--- src/rtl/calc_if.sv ---
// Keypad-event and display bundle between the keypad decoder, the calculator
// core and the display driver.
interface calc_if #(
    parameter int DIGITS = 4
);
    localparam int W = 4 * DIGITS;

    logic         newhex;
    logic [3:0]   hexcode;
    logic         newop;
    logic [1:0]   opcode;
    logic         eq;
    logic [W-1:0] display;
    logic         busy;
    logic         ovf;

    modport master (
        output newhex, hexcode, newop, opcode, eq,
        input  display, busy, ovf
    );

    modport slave (
        input  newhex, hexcode, newop, opcode, eq,
        output display, busy, ovf
    );
endinterface

--- src/rtl/calc_engine.sv ---
// Hex-entry calculator core: digit entry, add/subtract in one cycle and an
// iterative shift-add multiply guarded by busy.
module calc_engine #(
    parameter  int DIGITS = 4,
    localparam int W      = 4 * DIGITS
) (
    input  logic clock,
    input  logic reset,
    calc_if.slave kp
);
    localparam int CW = $clog2(W) + 1;

    localparam logic [1:0] OP_ADD = 2'b00;
    localparam logic [1:0] OP_MUL = 2'b01;
    localparam logic [1:0] OP_SUB = 2'b10;

    typedef enum logic [1:0] {IDLE, MUL, WB} state_t;

    state_t          state, state_nxt;
    logic [W-1:0]    disp, opa, opb, mcand;
    logic [1:0]      pop;
    logic            pvalid, flow, ovf;
    logic [2*W-1:0]  prod;
    logic [CW-1:0]   cnt;

    logic            do_eval, start_mul;
    logic [1:0]      eval_op;
    logic [W-1:0]    left, right;
    logic [W:0]      alu_res, mul_sum;

    // Bit W of the result is the carry for add and the borrow for subtract.
    function automatic logic [W:0] alu(input logic [1:0] op,
                                       input logic [W-1:0] l,
                                       input logic [W-1:0] r);
        case (op)
            OP_ADD:  return {1'b0, l} + {1'b0, r};
            OP_SUB:  return {1'b0, l} - {1'b0, r};
            OP_MUL:  return '0;
            default: return {1'b0, r};
        endcase
    endfunction

    // Event decode: eq outranks newop, which outranks newhex.
    always_comb begin
        do_eval = 1'b0;
        eval_op = pop;
        left    = opa;
        right   = disp;
        if (state == IDLE) begin
            if (kp.eq) begin
                if (pvalid && !flow) begin
                    do_eval = 1'b1;
                end else if (pvalid && flow) begin
                    do_eval = 1'b1;
                    left    = disp;
                    right   = opb;
                end
            end else if (kp.newop) begin
                do_eval = pvalid && !flow;
            end
        end
        start_mul = do_eval && (eval_op == OP_MUL);
        alu_res   = alu(eval_op, left, right);
        mul_sum   = {1'b0, prod[2*W-1:W]} + (prod[0] ? {1'b0, mcand} : '0);
    end

    always_ff @(posedge clock) begin
        if (reset) state <= IDLE;
        else       state <= state_nxt;
    end

    always_comb begin
        state_nxt = state;
        case (state)
            IDLE:    if (start_mul) state_nxt = MUL;
            MUL:     if (cnt == CW'(W - 1)) state_nxt = WB;
            WB:      state_nxt = IDLE;
            default: state_nxt = IDLE;
        endcase
    end

    always_ff @(posedge clock) begin
        if (reset) begin
            disp   <= '0;
            opa    <= '0;
            opb    <= '0;
            mcand  <= '0;
            prod   <= '0;
            cnt    <= '0;
            pop    <= OP_ADD;
            pvalid <= 1'b0;
            flow   <= 1'b1;
            ovf    <= 1'b0;
        end else begin
            case (state)
                IDLE: begin
                    if (kp.eq) begin
                        flow <= 1'b1;
                        if (pvalid && !flow) opb <= disp;
                    end else if (kp.newop) begin
                        pop    <= kp.opcode;
                        pvalid <= 1'b1;
                        flow   <= 1'b1;
                        if (do_eval) opb <= disp;
                        else         opa <= disp;
                    end else if (kp.newhex) begin
                        disp <= flow ? {{(W-4){1'b0}}, kp.hexcode}
                                     : {disp[W-5:0], kp.hexcode};
                        flow <= 1'b0;
                        ovf  <= 1'b0;
                    end
                    // do_eval only fires on eq/newop, so it never races the digit path.
                    if (do_eval) begin
                        if (start_mul) begin
                            mcand <= left;
                            prod  <= {{W{1'b0}}, right};
                            cnt   <= '0;
                        end else begin
                            disp <= alu_res[W-1:0];
                            opa  <= alu_res[W-1:0];
                            ovf  <= alu_res[W];
                        end
                    end
                end
                MUL: begin
                    prod <= {mul_sum, prod[W-1:1]};
                    cnt  <= cnt + 1'b1;
                end
                WB: begin
                    disp <= prod[W-1:0];
                    opa  <= prod[W-1:0];
                    ovf  <= |prod[2*W-1:W];
                end
                default: ;
            endcase
        end
    end

    assign kp.display = disp;
    assign kp.busy    = (state != IDLE);
    assign kp.ovf     = ovf;
endmodule

--- src/flat_wrapper.sv ---
// flat-port wrapper written by rule: the top's interface ports become plain ports
module calc_engine_flat 
#(
    parameter  int DIGITS = 4,
    localparam int W      = 4 * DIGITS
)
  (clock, reset, kp_newhex, kp_hexcode, kp_newop, kp_opcode, kp_eq, kp_display, kp_busy, kp_ovf);
  calc_if #(.DIGITS(DIGITS)) kp_i ();
  input  logic clock;
  input  logic reset;
  input wire logic [$bits(kp_i.newhex)-1:0] kp_newhex;
  input wire logic [$bits(kp_i.hexcode)-1:0] kp_hexcode;
  input wire logic [$bits(kp_i.newop)-1:0] kp_newop;
  input wire logic [$bits(kp_i.opcode)-1:0] kp_opcode;
  input wire logic [$bits(kp_i.eq)-1:0] kp_eq;
  output wire logic [$bits(kp_i.display)-1:0] kp_display;
  output wire logic [$bits(kp_i.busy)-1:0] kp_busy;
  output wire logic [$bits(kp_i.ovf)-1:0] kp_ovf;
  assign kp_i.newhex = kp_newhex;
  assign kp_i.hexcode = kp_hexcode;
  assign kp_i.newop = kp_newop;
  assign kp_i.opcode = kp_opcode;
  assign kp_i.eq = kp_eq;
  assign kp_display = kp_i.display;
  assign kp_busy = kp_i.busy;
  assign kp_ovf = kp_i.ovf;
  calc_engine #(.DIGITS(DIGITS)) u_core (.clock(clock), .reset(reset), .kp(kp_i));
endmodule
--- config.mk ---
export PLATFORM = sky130hd
export DESIGN_NAME = calc_engine_flat
export DESIGN_NICKNAME = d
export VERILOG_FILES = /design/src/rtl/calc_if.sv /design/src/rtl/calc_engine.sv /design/src/flat_wrapper.sv
export SDC_FILE = /design/constraint.sdc
export NUM_CORES = 1
export LEC_CHECK = 0
export ABC_AREA = 0
export BUFFER_PORTS_ARGS = -buffer_cell sky130_fd_sc_hd__buf_2
export CAP_MARGIN = 15
export CORE_MARGIN = 5
export CORE_UTILIZATION = 60
export CTS_CLUSTER_SIZE = 28
export DETAILED_ROUTE_END_ITERATION = 16
export PLACE_DENSITY_LB_ADDON = 0.05
export SETUP_SLACK_MARGIN = 0.3
export SYNTH_ARGS = -nofsm -noshare
export SYNTH_HDL_FRONTEND = slang
export SYNTH_SLANG_ARGS = --single-unit
--- constraint.sdc ---
create_clock -name clock -period 6.1 [get_ports clock]
set_input_delay 1.22 -clock clock [delete_from_list [all_inputs] [get_ports clock]]
set_output_delay 1.22 -clock clock [all_outputs]
set_load 0.005 [all_outputs]
==> results of run 1 <==
==> worst max-delay path: stages, from the launching register on <==
cell,delay (ps)
dfxtp_1,910
nand2_1,460
nor2_8,250
mux2i_1,470
ha_1,380
nor2_1,90
xor2_1,180
ha_1,380
a211oi_1,140
or2_1,290
a2111oi_1,620
nor3_1,110
a211oi_1,370
nand3_1,120
a21oi_1,160
==> sequential cells by signal (all words and copies together) (netlist names), 2 cells and up <==
signal and flops:
u_core.opb 16, u_core.prod 32, u_core.cnt 5, u_core.eval_op 2
u_core.state 2, u_core.mcand 16, u_core.kp.display 16, u_core.opa 16
==> report_power, final <==
| group | switching [W] | internal, W | leakage (nW) |
|---|---|---|---|
| clock network | 0.000278 | 0.000321 | 0.141 |
| logic | 0.000342 | 0.000236 | 2.14 |
| registers | 0.0000400 | 0.000726 | 0.874 |
| total | 0.000660 | 0.00128 | 3.16 |
==> logic make-up after synthesis <==
logic type      count (synthesis)  synth area share
compound gates                288             0.247
simple gates                  428             0.266
mux                            41            0.0543
fa+ha+maj                      38            0.0647
flops                         108             0.285
xor+xnor                       30            0.0347
buf+inv                        88            0.0477
==> metrics by stage <==
stage	power [W]	util
global route	0.00204	0.643
global placement	0.00134	0.619
finish	0.00194	0.643
floorplan	0.00121	-
detailed placement	0.00135	0.619
CTS	0.00194	0.643
==> cells in the mapped netlist, drive strengths merged, types with 6 or more instances <==
cell,n,share of area
a211oi,9,0.0089
a21o,14,0.014
a21oi,97,0.066
a221oi,7,0.0081
a22oi,18,0.018
a31oi,19,0.016
and2,20,0.017
and3,12,0.0099
buf,16,0.012
clkbuf,58,0.029
dfxtp,108,0.29
ha,36,0.059
inv,14,0.0069
mux2i,40,0.053
nand2,162,0.080
nand2b,6,0.0050
nand3,31,0.020
nor2,101,0.053
nor3,34,0.023
nor3b,13,0.013
nor4,11,0.0099
o211ai,23,0.023
o21a,6,0.0059
o21ai,42,0.028
o22ai,10,0.0083
or3,11,0.0097
or4,6,0.0064
xnor2,14,0.016
xor2,16,0.018
==> how the worst min path moves through the flow <==
stage / slack (ps) / to / cells past startpoint
5_1_grt: 490 / u_core.prod[1] / 2
4_1_cts: 480 / u_core.prod[9] / 2
6_report: 480 / u_core.prod[9] / 2
3_3_place_gp: 460 / u_core.prod[9] / 2
2_1_floorplan: 450 / u_core.prod[1] / 2
3_5_place_dp: 460 / u_core.prod[9] / 2
==> routing by layer <==
metal,wire (um),up-vias,global-route usage
li1,-,3650,-
met1,10200,3521,0.424
met2,10100,380,0.492
met3,2110,93,0.0802
met4,1040,0,0.155
met5,0,-,0
==> layout make-up <==
cell class                      instances  share of cell area
Tap cell                              172              0.0268
Multi-Input combinational cell        825               0.630
Clock inverter                          5             0.00747
Sequential cell                       108               0.269
Inverter                               14             0.00653
Clock buffer                           11              0.0289
Timing Repair Buffer                   43              0.0317
==> flow_summary.ini, run 1 <==
[sta]
hold_viol = 0
timing.final.crit_share = 0.818
max_freq_ghz = 0.200
hold_slack_ps = 475
fin_crit_ps = 4990
setup_tns_ps = 0
grt_setup_unrepaired = no
slew_headroom = 0.335
worst_slew_pin_slew_ps = 994
setup-violations-final = 0
finalWorstSetupSlack_ps = 1110
report.final.slew_viol_count = 0
finalClockSkew_ps = 7.99

[final_layout]
final_cell_mix = 162 x nand2_1, 108 x dfxtp_1, 97 x nor2_1
fillCellCount = 1224
layout_commonest_cell = nand2_1
instances_no_fill = 1178
drive_gt1_frac = 0.0726
nets = 1050
fin_area_mm2 = 0.00804
regArea_mm2 = 0.00216
area_delta_synth_final_pct = 6.12
num_antenna_cells = 0
multi_input_area_mm2 = 0.00507

[floorplanning]
ios = 29
die_y_um = 122
start_util = 0.606
fp.dieArea_mm2 = 0.0150
core_area_mm2 = 0.0125
die_w_um = 122
rows = 41

[yosys]
ys_warn_count = 0
synth_cells = 1021
synth_ff_type = dfxtp_1
syn_nets = 1070
ys_async_sr_fraction = 0
synth_cell_types = 73
yosysSeqAreaShare = 0.285
syn_area_per_cell_um2 = 7.42
synth_area_mm2 = 0.00758
synth-seq-cells = 108
synth_edf_count = 0

[placement]
place.detailed.hpwl_um = 15900
place_ws_ps = 1020
routabilityCongestion = 0.957
dp.cells = 1162
placed_cell_area_mm2 = 0.00775
io_buffers = 28

[worst_setup_path]
critPathKind = flop to flop
worstPathArrival_ps = 5280
reg2reg_from = u_core.flow
path_max_fanout = 18
crit_end = u_core.opa[14]
cp-startpoint = u_core.flow
cp.required_ps = 6390
r2r_end = u_core.opa[14]
start_kind = flop
rrSetupSlack_ps = 1110
cp-end-kind = flop
reg2regPathDepth = 14

[power]
p_per_area_mw_per_mm2 = 242
ir_worst_vdd_v = 0.000215
leakagePower_nw = 3.16

[clock_network]
clock_latency_ps = 360
clkTransAtPathRegs_ps = 70
cts.htree.levels = 3
cts-buffers-inserted = 9
cts-root-buf = clkbuf_16
cts_hold_buf = 0
tritoncts = yes
cts_setup_buffers = 0
clock-sinks = 108
cts_resized = 0
cts_buffer_depth = 2

[hold_path]
hp-class = flop to flop
hold_start = u_core.prod[10]

[routing]
vias = 7644
routed_wl_um = 23500
drt_pass1_iterations = 6
drc = 0
wire_per_inst_um = 19.9
postRouteAntennaNets = 0
detail_route.iter0.violations = 771
vias_per_cell = 6.49

[job]
cap_violations = 0

[global_routing]
antenna_found_initial = 0
grt_overflow = 0
grt_max_degree = 55
grt_pass1_vias = 7028
grt_use_total = 0.322
grt_pass1_wl_um = 37700

[status]
status = completed
Note: power is estimated with default switching activity, not from simulation.
==> run 2: changes to the inputs <==
--- a/config.mk
+++ b/config.mk
@@ -9,7 +9,7 @@
 export BUFFER_PORTS_ARGS = -buffer_cell sky130_fd_sc_hd__buf_2
 export CAP_MARGIN = 15
 export CORE_MARGIN = 5
-export CORE_UTILIZATION = 60
+export CORE_UTILIZATION = 57
 export CTS_CLUSTER_SIZE = 28
 export DETAILED_ROUTE_END_ITERATION = 16
 export PLACE_DENSITY_LB_ADDON = 0.05
==> constraint.sdc (replaced) <==
create_clock -name clock -period 4 [get_ports clock]
set_input_delay 0.8 -clock clock [delete_from_list [all_inputs] [get_ports clock]]
set_output_delay 0.8 -clock clock [all_outputs]
set_load 0.005 [all_outputs]
==> run 2 against run 1 <==
Effect of this change:
- count of clock-buffer cells in the layout is 1 lower
- global-route usage is 1.2 points lower
- power rose by 76%
- worst setup slack worse by 820 ps
- utilization increased by 3.0 points
- first-iteration DRC count rose by 34%
- sequential power is 50% higher
- non-clock buffer count is 58 higher
- sequential share of layout area decreased by 2.4 points
- critical path type unchanged
- largest cell class unchanged
- highest routed layer unchanged
==> flow_summary.ini, run 2 (synthesized netlist as in run 1, its figures left out) <==
[final_layout]
final_cell_mix = 161 x nand2_1, 106 x dfxtp_1, 96 x nor2_1
regArea_mm2 = 0.00216
regMostFlops = u_core.prod
largest_reg_flops = 32
nets = 1108
fillCellCount = 1189
layout_commonest_cell = nand2_1
multi_input_area_mm2 = 0.00532
num_antenna_cells = 0
drive_gt1_frac = 0.161
area_delta_synth_final_pct = 16.7

[power]
ir_worst_vdd_v = 0.000273
leakagePower_nw = 3.54
p_per_area_mw_per_mm2 = 386

[routing]
routed_wl_um = 25200
drt_pass1_iterations = 5
wire_per_inst_um = 20.3
postRouteAntennaNets = 0
vias = 8053
detail_route.iter0.violations = 1034
drc = 0
vias_per_cell = 6.49

[job]
cap_violations = 0

[clock_network]
clock_latency_ps = 360
cts_buffer_depth = 2
cts.htree.levels = 3
clock-sinks = 108
tritoncts = yes
cts_hold_buf = 0
cts-root-buf = clkbuf_16
clkTransAtPathRegs_ps = 70
cts-buffers-inserted = 9

[sta]
slew_headroom = 0.359
timing.final.crit_share = 0.927
fin_crit_ps = 3710
hold_slack_ps = 483
hold_viol = 0
report.final.slew_viol_count = 0
setup-violations-final = 0
setup_tns_ps = 0
worst_slew_pin_slew_ps = 959
max_freq_ghz = 0.270
grt_setup_unrepaired = yes
finalClockSkew_ps = 4.99

[placement]
io_buffers = 28
place.detailed.hpwl_um = 17400
routabilityCongestion = 0.956

[floorplanning]
ios = 29
die_y_um = 125
die_w_um = 125
start_util = 0.577
core_area_mm2 = 0.0131
fp.dieArea_mm2 = 0.0157
rows = 42

[global_routing]
grt_overflow = 0
grt_use_total = 0.309
antenna_found_initial = 0
grt_pass1_vias = 7116
grt_max_degree = 61
grt_pass1_wl_um = 39500

[worst_setup_path]
cp.required_ps = 4220
path_max_fanout = 4
worstPathArrival_ps = 3930
start_kind = flop
critPathKind = flop to flop
cp-end-kind = flop

[hold_path]
hp-class = flop to flop

[status]
status = completed
## run 2: cell types whose count changed in the layout (fill, tap and decap cells not counted), moves of 3 or more
cell / previous run / this run
a21oi_1: 95 / 87
a21oi_2: 1 / 8
buf_4: 16 / 69
buf_6: 0 / 3
## run 2: layout make-up
class	count	share of cell area
clock buffers	10	0.0270
clock inverters	6	0.0132
inverters	14	0.00594
multi-input cells	825	0.602
flip-flops and latches	108	0.245
well taps	176	0.0249
repair buffers	101	0.0822
## run 2: layer usage
metal  global-route usage  wire length [um]
met5                    0                 0
met4                0.117               975
met3               0.0606              2250
met2                0.470             11200
met1                0.435             10800
## run 2: metrics by stage
step | util | setup WS (ps) | instances | total power, W | cell area [um^2]
after floorplan | - | 309 | 1021 | 0.00187 | 7650
after global placement | 0.623 | 78.6 | 1213 | 0.00215 | 8190
after detailed placement | 0.623 | 17.5 | 1213 | 0.00216 | 8190
after CTS | 0.651 | 315 | 1229 | 0.00324 | 8550
after global routing | 0.673 | 188 | 1240 | 0.00357 | 8840
final | 0.673 | 291 | 1240 | 0.00341 | 8840
## run 2: path summary, 6_finish.rpt
check	slack, ps	end	depth (start not counted)	from
min reg2reg	480	u_core.prod[7]	2	u_core.prod[8]
max	290	u_core.opa[9]	14	u_core.state[1]
min	480	u_core.prod[7]	2	u_core.prod[8]
max reg2reg	290	u_core.opa[9]	14	u_core.state[1]
## run 2: timing repair
action | CTS | global route
resized for setup | 3 | 39
pin swaps | 0 | 24
endpoints found under the setup margin | 10 | 19
setup buffers | 0 | 11
gates cloned | 0 | 0
## run 2: power breakdown
part           internal, W  switching (W)  total [W]
sequential         0.00111      0.0000394    0.00115
combinational     0.000528       0.000664    0.00119
clock             0.000637       0.000437    0.00107
## run 2: critical path: stages, from the launching register on
cell and delay, ps:
dfxtp_1 370, or3b_4 440, nor2_8 200, mux2i_4 330
buf_4 160, nor2_1 60, a21oi_4 190, ha_4 220
nor2b_4 120, o31a_1 370, o41ai_4 370, a21oi_2 120
or4_4 460, nand3_2 100, o22ai_1 70
==> run 3: changes to the inputs <==
--- a/config.mk
+++ b/config.mk
@@ -10,9 +10,8 @@
 export CAP_MARGIN = 15
 export CORE_MARGIN = 5
 export CORE_UTILIZATION = 57
-export CTS_CLUSTER_SIZE = 28
 export DETAILED_ROUTE_END_ITERATION = 16
-export PLACE_DENSITY_LB_ADDON = 0.05
+export PLACE_DENSITY_LB_ADDON = 0.12
 export SETUP_SLACK_MARGIN = 0.3
 export SYNTH_ARGS = -nofsm -noshare
 export SYNTH_HDL_FRONTEND = slang
==> run 3 against run 2 <==
Effect of this change:
- maximum frequency up 0.98%
- cell count is 0.24% higher
- global-route usage grew 0.20 points
- worst setup slack improved by 36 ps
- clock skew grew 7.0 ps
- sequential power hardly changed
- utilization decreased by 0.54 points
- via count about the same
- first-iteration DRC count decreased by 8.0%
- highest routed layer unchanged
==> flow_summary.ini, run 3 (synthesized netlist as in run 1, its figures left out) <==
[hold_path]
hp-class = flop to flop
min_path_cells = 2
hold_start = u_core.prod[10]
holdPathEnd = u_core.prod[9]

[final_layout]
final_cell_mix = 161 x nand2_1, 104 x dfxtp_1, 97 x nor2_1
largest_reg_flops = 32
area_delta_synth_final_pct = 15.7
regMostFlops = u_core.prod
drive_gt1_frac = 0.159
layout_commonest_cell = nand2_1
nets = 1111
num_antenna_cells = 0
instances_no_fill = 1243

[power]
p_per_area_mw_per_mm2 = 380
leakagePower_nw = 3.52
power_switching_share = 0.336
p_comb_frac = 0.349
ir_worst_vdd_v = 0.000306
power_frac_seq = 0.346
power_switching_w = 0.00112
clkPwrFrac = 0.305
intPower_w = 0.00221

[floorplanning]
core_area_mm2 = 0.0131
die_y_um = 125
die_w_um = 125
fp.dieArea_mm2 = 0.0157
ios = 29
start_util = 0.577
rows = 42

[routing]
postRouteAntennaNets = 0
drc = 0
vias = 8047
vias_per_cell = 6.47
routed_wl_um = 25000
wire_per_inst_um = 20.1
detail_route.iter0.violations = 951
drt_pass1_iterations = 5

[job]
cap_violations = 0

[worst_setup_path]
cp.required_ps = 4210
crit_path_top_delay_cell = or3b_4
rrSetupSlack_ps = 330
cp_cell_sequence = or3b_4 > nor2_8 > mux2i_4 > ha_4 > nor2_1 > xor2_1 > ha_1 > o21a_1 > o31a_1 > o41ai_4 > a21oi_2 > or4_4 > nand4_1 > a21oi_1
reg2regPathDepth = 14
cp-end-kind = flop
path_max_fanout = 5
reg2reg_from = u_core.state[0]
start_kind = flop
worstPathArrival_ps = 3880
r2r_end = u_core.kp.display[9]
cp_top_family = simple AND/OR/NAND/NOR gates
critPathKind = flop to flop
cp_num_buf_inv = 0
cp_slowest_stage_delay_ps = 460

[placement]
place.detailed.hpwl_um = 17500
dp.cells = 1217
routabilityCongestion = 0.924
io_buffers = 28

[sta]
setup_tns_ps = 0
fin_crit_ps = 3670
timing.final.crit_share = 0.918
max_freq_ghz = 0.272
setup-violations-final = 0
slew_headroom = 0.267
hold_viol = 0
report.final.slew_viol_count = 0
worst_slew_pin_slew_ps = 1100
grt_setup_unrepaired = yes
finalClockSkew_ps = 11.9
hold_slack_ps = 477

[clock_network]
clock_latency_ps = 360
cts-root-buf = clkbuf_16
cts.htree.levels = 3
tritoncts = yes
cts-buffers-inserted = 9
cts_buffer_depth = 2
cts_hold_buf = 0
clkTransAtPathRegs_ps = 80
clock-sinks = 108

[global_routing]
grt_pass1_vias = 7467
grt_use_total = 0.311
antenna_found_initial = 0
grt_overflow = 0
grt_max_degree = 63
grt_pass1_wl_um = 39800

[status]
status = completed
[run 3: per-stage QoR]
stage	area (um^2)	setup slack [ps]	total power [W]	utilization
3_3_place_gp	8200	63.5	0.00217	0.624
5_1_grt	8770	159	0.00349	0.668
6_report	8770	327	0.00333	0.668
3_5_place_dp	8200	7.55	0.00217	0.624
2_1_floorplan	7650	309	0.00187	-
4_1_cts	8570	289	0.00320	0.652
[run 3: worst max-delay path by stage]
stage / end / start / slack, ps / cells past startpoint
after global placement: u_core.opa[14] / kp_eq / 60 / 17
after detailed placement: u_core.kp.display[9] / kp_eq / 8 / 15
after floorplan: u_core.opa[14] / kp_eq / 310 / 14
final: u_core.kp.display[9] / u_core.state[0] / 330 / 14
after global routing: u_core.opa[13] / u_core.state[0] / 160 / 15
after CTS: u_core.kp.ovf / u_core.kp.display[2] / 290 / 14
[run 3: worst reg2reg max path, stage by stage, from the launching register on]
cell and delay (ps):
dfxtp_2 360, or3b_4 460, nor2_8 200, mux2i_4 300
ha_4 200, nor2_1 60, xor2_1 170, ha_1 360
o21a_1 190, o31a_1 190, o41ai_4 300, a21oi_2 120
or4_4 440, nand4_1 110, a21oi_1 80
[run 3: final cells by class]
type | count | area, um^2
Clock buffer | 11 | 253
Clock inverter | 5 | 82.6
Fill cell | 1185 | 4370
Inverter | 14 | 52.6
Multi-Input combinational cell | 825 | 5280
Sequential cell | 108 | 2170
Tap cell | 176 | 220
Timing Repair Buffer | 104 | 721
[run 3: power groups by stage]
stage | clock, W | sequential [W] | combinational, W
4_1_cts | 0.00103 | 0.00115 | 0.00102
5_1_grt | 0.00107 | 0.00116 | 0.00126
2_1_floorplan | 0 | 0.00116 | 0.000710
3_3_place_gp | 0 | 0.00117 | 0.000991
6_report | 0.00102 | 0.00115 | 0.00116
3_5_place_dp | 0 | 0.00117 | 0.000997
[run 3: per-layer routing]
| metal | routed length (um) | global-route usage | vias to the layer above | share of wire |
|---|---|---|---|---|
| li1 | - | - | 3772 | - |
| met5 | 0 | 0 | - | 0 |
| met4 | 998 | 0.136 | 0 | 0.040 |
| met1 | 10600 | 0.413 | 3762 | 0.43 |
| met3 | 2340 | 0.0746 | 80 | 0.094 |
| met2 | 11000 | 0.484 | 433 | 0.44 |
[run 3: what timing repair did]
action | in CTS | in global routing
setup endpoints to repair | 12 | 20
gates resized for setup | 3 | 32
buffers inserted | 2 | 8
pin swaps | 2 | 13
